### src/rtl/ether_rx.sv
// rtl/ether_rx.sv - RMII receive front-end: preamble/SFD hunt, strip, stream frame dibits
// Reports frame completion, byte length and framing errors with a fixed 2-cycle data latency.
module ether_rx #(
  parameter int MIN_PREAMBLE = 28,
  parameter int MAX_DIBITS   = 6144
) (
  input  logic        clk,
  input  logic        rst,
  input  logic        crsdv_in,
  input  logic [1:0]  rxd_in,
  output logic        axiov,
  output logic [1:0]  axiod,
  output logic        frame_done,
  output logic [10:0] frame_len,
  output logic        err
);

  localparam int PW = $clog2(MIN_PREAMBLE + 1);
  localparam logic [PW-1:0] PMAX = PW'(MIN_PREAMBLE);
  localparam logic [12:0]   DMAX = 13'(MAX_DIBITS + 1);

  typedef enum logic [1:0] {IDLE, PREAMBLE, DATA, ABORT} state_t;

  state_t        state, state_nxt;
  logic          r_dv;
  logic [1:0]    r_d;
  logic [PW-1:0] pcount, pcount_nxt;
  logic [12:0]   dcount, dcount_nxt, dcount_inc;
  logic          axiov_nxt, frame_done_nxt, err_nxt;
  logic [1:0]    axiod_nxt;
  logic [10:0]   frame_len_nxt;

  always_ff @(posedge clk or posedge rst) begin
    if (rst) begin
      r_dv       <= 1'b0;
      r_d        <= 2'b00;
      state      <= IDLE;
      pcount     <= '0;
      dcount     <= '0;
      axiov      <= 1'b0;
      axiod      <= 2'b00;
      frame_done <= 1'b0;
      frame_len  <= '0;
      err        <= 1'b0;
    end else begin
      r_dv       <= crsdv_in;
      r_d        <= rxd_in;
      state      <= state_nxt;
      pcount     <= pcount_nxt;
      dcount     <= dcount_nxt;
      axiov      <= axiov_nxt;
      axiod      <= axiod_nxt;
      frame_done <= frame_done_nxt;
      frame_len  <= frame_len_nxt;
      err        <= err_nxt;
    end
  end

  always_comb begin
    state_nxt      = state;
    pcount_nxt     = pcount;
    dcount_nxt     = dcount;
    dcount_inc     = dcount + 13'd1;
    axiov_nxt      = 1'b0;
    axiod_nxt      = axiod;
    frame_done_nxt = 1'b0;
    frame_len_nxt  = frame_len;
    err_nxt        = 1'b0;
    case (state)
      IDLE: begin
        if (r_dv) begin
          if (r_d == 2'b01) begin
            state_nxt  = PREAMBLE;
            pcount_nxt = PW'(1);
          end else begin
            state_nxt = ABORT;
            err_nxt   = 1'b1;
          end
        end
      end
      PREAMBLE: begin
        if (!r_dv) begin
          state_nxt = IDLE;
        end else begin
          case (r_d)
            2'b01: pcount_nxt = (pcount == PMAX) ? pcount : pcount + PW'(1);
            2'b11: begin
              if (pcount >= PMAX) begin
                state_nxt  = DATA;
                dcount_nxt = '0;
              end else begin
                state_nxt = ABORT;
                err_nxt   = 1'b1;
              end
            end
            default: begin
              state_nxt = ABORT;
              err_nxt   = 1'b1;
            end
          endcase
        end
      end
      DATA: begin
        if (r_dv) begin
          // The dibit that would exceed the limit is swallowed, not forwarded.
          if (dcount_inc == DMAX) begin
            dcount_nxt = DMAX;
            state_nxt  = ABORT;
            err_nxt    = 1'b1;
          end else begin
            dcount_nxt = dcount_inc;
            axiov_nxt  = 1'b1;
            axiod_nxt  = r_d;
          end
        end else begin
          frame_done_nxt = 1'b1;
          frame_len_nxt  = dcount[12:2];
          err_nxt        = |dcount[1:0];
          state_nxt      = IDLE;
        end
      end
      ABORT: begin
        if (!r_dv) state_nxt = IDLE;
      end
      default: state_nxt = IDLE;
    endcase
  end

endmodule
### config.mk
export PLATFORM = sky130hd
export DESIGN_NAME = ether_rx
export DESIGN_NICKNAME = d
export VERILOG_FILES = /design/src/rtl/ether_rx.sv
export SDC_FILE = /design/constraint.sdc
export NUM_CORES = 1
export LEC_CHECK = 0
export CAP_MARGIN = 20
export CORE_AREA = 10 10 77 79
export CTS_CLUSTER_DIAMETER = 120
export CTS_CLUSTER_SIZE = 12
export DETAILED_ROUTE_END_ITERATION = 10
export DIE_AREA = 0 0 87 89
export PLACE_DENSITY = 0.67
export SLEW_MARGIN = 25
export SYNTH_ARGS = -nofsm -noshare
export SYNTH_HDL_FRONTEND = slang
export SYNTH_SLANG_ARGS = --single-unit
### constraint.sdc
create_clock -name clk -period 2.6 [get_ports clk]
set_input_delay 0.39 -clock clk [delete_from_list [all_inputs] [get_ports clk]]
set_output_delay 0.39 -clock clk [all_outputs]
set_load 0.01 [all_outputs]
== Word level (Yosys, flattened, before mapping) ==
Index checks and enable logic that the tools add are counted.

* Word-level logic and storage cells: 76
* Flip-flop bits (word level): 39
* Input bits: 5

* Reduce and logical (&&, ||, !) cells: 9
* Mux-type cells: 34
* Add/subtract/negate cells: 2
* Magnitude comparators: 1
* Bitwise logic cells: 2
* Equality and inequality tests: 18

{| class="wikitable"
|+ Operator list
! operator !! count
|-
| 2-to-1 mux 13 bit || 5
|-
| case mux 13 bit (2 select lines) || 1
|-
| 2-to-1 mux 5 bit || 5
|-
| != test 2 bit (second input constant) || 9
|-
| adder 13 x 1 -> 13 bit (second input constant) || 1
|-
| equality test 13 bit (second input constant) || 1
|-
| 2-to-1 mux 1 bit || 12
|-
| 2-to-1 mux 2 bit || 6
|-
| case mux 5 bit (2 select lines) || 1
|-
| case mux 2 bit (4 select lines) || 1
|-
| equality test 2 bit (second input constant) || 3
|-
| != test 3 bit (second input constant) || 2
|-
| AND reduction 6 bit || 1
|-
| adder 5 x 1 -> 5 bit (second input constant) || 1
|-
| equality test 5 bit (second input constant) || 1
|-
| >= comparator 5 bit (second input constant) || 1
|-
| AND reduction 5 bit || 1
|-
| equality test 2 x 1 -> 1 bit (second input constant) || 2
|-
| case mux 2 bit (2 select lines) || 1
|-
| AND reduction 4 bit || 1
|-
| nonzero test 2 bit || 2
|-
| case mux 1 bit (3 select lines) || 1
|-
| AND reduction 3 bit || 1
|-
| logical NOT 2 bit || 1
|-
| 4 further kinds || 5
|}

== Longest topological paths before layout ==
* Depth in word-level cells: 5
* Gate-level depth with buffers: 7
* Gate-level depth less buffers: 7

== Worst setup path before layout ==
Ideal clock, no wire load.

* Path type: register to register
* From: register dcount[0]
* To: register axiod[0]
* Slack: 0.362 ns
* Path buffers: 0
* Period minus slack after synthesis: 2.238 ns
* Cell stages (with the launch flop): 8
* Arrival time: 2.111 ns
* Required time: 2.472 ns
* Path through: dfrtp_1 -> ha_1 -> and3_1 -> a41oi_1 -> o211ai_1 -> a2111oi_2 -> a21oi_2 -> mux2_1

* Word-level cells in the longest chain between the ends: 4

{| class="wikitable"
|+ RTL lines
! what !! line !! RTL
|-
| from (decl) || 28 || <nowiki>logic [12:0] dcount, dcount_nxt, dcount_inc;</nowiki>
|-
| from (signal assigned) || 50 || <nowiki>dcount <= dcount_nxt;</nowiki>
|-
| adder 13 x 1 -> 13 bit || 63 || <nowiki>dcount_inc = dcount + 13'd1;</nowiki>
|-
| equality test 13 bit || 106 || <nowiki>if (dcount_inc == DMAX) begin</nowiki>
|-
| NOT 1 bit (no source line) || -- ||
|-
| AND reduction 3 bit (no source line) || -- ||
|-
| to (signal assigned) || 52 || <nowiki>axiod <= axiod_nxt;</nowiki>
|-
| to (decl) || 12 || <nowiki>output logic [1:0] axiod,</nowiki>
|}

Every way passes these cells.
A chain may end at the register's enable or synchronous reset.

== Final worst setup path ==
Ends and elaborated chain as after synthesis.

==> results.toml <==
[routing]
drtIter0Drc = 75
routedWlPerCell_um = 15.8
routed_wl_mm = 4.28
first_pass_iters = 4
drcViolationCount = 0
vias = 1515
ant_nets = 0
via_per_inst = 5.59

[yosys]
ys_types = 45
synth_seq_cells = 39
async_flop_share_pct = 100
synth_edf_count = 0
synth_nets = 203
ys.flop_type = "dfrtp_1"
ys_warn_count = 0
synth_area_mm2 = 0.00203
ys_seq_area_share_pct = 48.0
syn_area_per_cell_um2 = 10.5
netlist_instances = 193

[worst_setup_path]
criticalPathCategory = "reg -> reg"
crit_required_ns = 2.78
crit_path_end_kind = "flip-flop"
crit_fanout = 8
cp.arrival_ns = 2.54
crit_path_start_kind = "flip-flop"

[sta]
skew_ns = 0.00551
hold_viol_final = 0
setup_viol = 0
setup_slack_ns = 0.238
timing.final.crit_share_pct = 90.9
slew_headroom_pct = 67.2
max_freq_ghz = 0.423
fin_setup_tns_ns = 0
tightest_slew_ns = 0.492
rsz0062_at_grt = "no"
slew_viol_final = 0
fin_crit_ns = 2.36

[cts]
ctsHoldBuffers = 0
post_cts_resized = 0
htree_levels = 2
clock_sinks = 39
numCtsBuffers = 5
clk_pin_slew_ns = 0.08
clk-insertion-delay-late_ns = 0.29
cts_tree = "done"
postCtsSetupBuffers = 0
cts-root-buf = "clkbuf_8"
clockBufferDepth = 2

[final_layout]
multi_input_area_um2 = 947
ff_latch_area_um2 = 976
antenna_cells = 0
nets = 226
drive_gt1_share_pct = 15.7
fillerInstances = 402
syn_to_final_growth_pct = 15.7

[hold_path]
hold_path.class = "reg -> reg"

[pwr]
p_leak_nw = 1.02
max-vdd-ir-drop_mv = 0.432
total_power_mw = 1.46
power_per_cell_area_mw_per_mm2 = 622

[die]
die_h_um = 89
dieArea_mm2 = 0.00774
dieWidth_um = 87
coreArea_mm2 = 0.00454
start_util_pct = 44.8
ios = 21
placementRows = 25

[global_route]
grt_pass1_vias = 1510
grt_first_pass_wirelength_mm = 7.33
antenna_found_initial = 0
grt_max_degree = 40
gr-total-overflow = 0
grt.total_usage_pct = 11.8

[placed_design]
hpwl_mm = 3.05
gp_congestion = 0.926
dpl_worst_slack_ns = 0.262
io_buffers = 20

[status]
run_status = "finished, final reports clean"

[run]
drv_cap = 0
worst max-delay path: stages, from the launching register on:
cell,delay [ns]
dfrtp_1,0.39
ha_1,0.30
and3_1,0.26
nor4_1,0.23
o21ai_1,0.14
a2111oi_2,0.45
a21oi_2,0.16
mux2_1,0.33
synth_stat cells, types with 2 or more instances:
cell type	n	share of area [%]
a211o_1	3	1.3
a21oi_1	6	1.5
a31oi_1	3	0.92
and2_1	3	0.92
and3_1	3	0.92
buf_4	3	1.1
buf_6	3	1.7
clkbuf_1	4	0.74
dfrtp_1	39	48
ha_1	5	3.1
inv_1	6	1.1
mux2_1	2	1.1
mux2_2	11	6.1
nand2_1	17	3.1
nand2b_1	2	0.62
nand3_1	10	2.5
nand3_2	2	0.99
nand4_1	4	1.2
nor2_1	9	1.7
nor2b_1	4	1.2
nor3_1	3	0.74
nor3b_1	3	1.1
o21ai_0	15	3.7
o21ai_1	2	0.49
o31ai_1	8	3.0
o41ai_1	2	0.86
xor2_1	3	1.3
cells in the final DEF, fill, tap and decap left out, types with 2 or more instances in the layout:
cell type	instances
o41ai_1	2
nand3_2	2
and2_1	3
mux2_1	2
a31oi_1	3
nor3_1	3
ha_1	5
and3_1	3
dfrtp_1	39
clkbuf_8	5
o21ai_1	2
a21oi_1	6
nor2b_1	4
o31ai_1	8
nand2_1	17
nand4_1	4
a211o_1	3
inv_1	6
clkdlybuf4s50_1	20
nand2b_1	2
buf_4	7
nor3b_1	3
o21ai_0	15
nand3_1	10
xor2_1	3
mux2_2	11
nor2_1	9
power breakdown:
part           leakage [nW]  switching, mW  internal, mW
registers             0.518         0.0665         0.669
clock network        0.0412          0.208         0.187
logic                 0.461          0.167         0.164
total                  1.02          0.442          1.02
cells by family after synthesis:
logic type / after synthesis / share of synthesized area [%]
AO/OA/AOI/OAI: 48 / 16.2
XOR/XNOR: 3 / 1.29
adder cells (fa/ha/maj): 5 / 3.08
buffers and inverters: 17 / 5.36
flip-flops: 39 / 48.0
multiplexers: 13 / 7.20
AND/OR/NAND/NOR: 68 / 18.8
worst paths after layout:
kind | slack, ns | depth (start not counted) | end | startpoint
min in group asynchronous | 0.52 | 3 | frame_len[6]$_DFFE_PP0P_ | rst
worst max-delay path | 0.24 | 7 | axiod[0]$_DFFE_PP0P_ | dcount[0]$_DFFE_PP0P_
max in group asynchronous | 1.73 | 3 | pcount[0]$_DFFE_PP0P_ | rst
worst min-delay path | 0.48 | 1 | pcount[4]$_DFFE_PP0P_ | pcount[4]$_DFFE_PP0P_
worst max register to register | 0.24 | 7 | axiod[0]$_DFFE_PP0P_ | dcount[0]$_DFFE_PP0P_
worst min register to register | 0.48 | 1 | pcount[4]$_DFFE_PP0P_ | pcount[4]$_DFFE_PP0P_
metal layers:
| metal | up-vias | global-route usage, % | wire, um |
|---|---|---|---|
| met5 | - | 0 | 0 |
| met3 | 5 | 4.28 | 231 |
| met2 | 27 | 17.7 | 2000 |
| met1 | 734 | 15.0 | 2010 |
| met4 | 0 | 4.71 | 46 |
| li1 | 749 | - | - |
flip-flops by register name, indices dropped and copies added, names as in the netlist:
signal	count
err	1
axiod	2
frame_len	11
pcount	5
r_d	2
state	2
r_dv	1
dcount	13
axiov	1
frame_done	1
area by class of cell:
| type | instances | area share, % |
|---|---|---|
| inverter | 6 | 0.958 |
| multi-input combinational | 137 | 40.3 |
| tap | 54 | 2.87 |
| timing repair buffer | 27 | 10.8 |
| sequential | 39 | 41.5 |
| clock buffer | 6 | 3.09 |
| clock inverter | 2 | 0.532 |
per-stage QoR:
step / util (%) / instance area [um2] / hold WS, ns / std cells
2_1_floorplan: - / 2030 / 0.421 / 193
3_3_place_gp: 50.0 / 2270 / 0.467 / 263
3_5_place_dp: 50.0 / 2270 / 0.471 / 263
4_1_cts: 51.8 / 2350 / 0.482 / 271
5_1_grt: 51.8 / 2350 / 0.511 / 271
6_report: 51.8 / 2350 / 0.477 / 271
(Power assumes the default switching activity.)
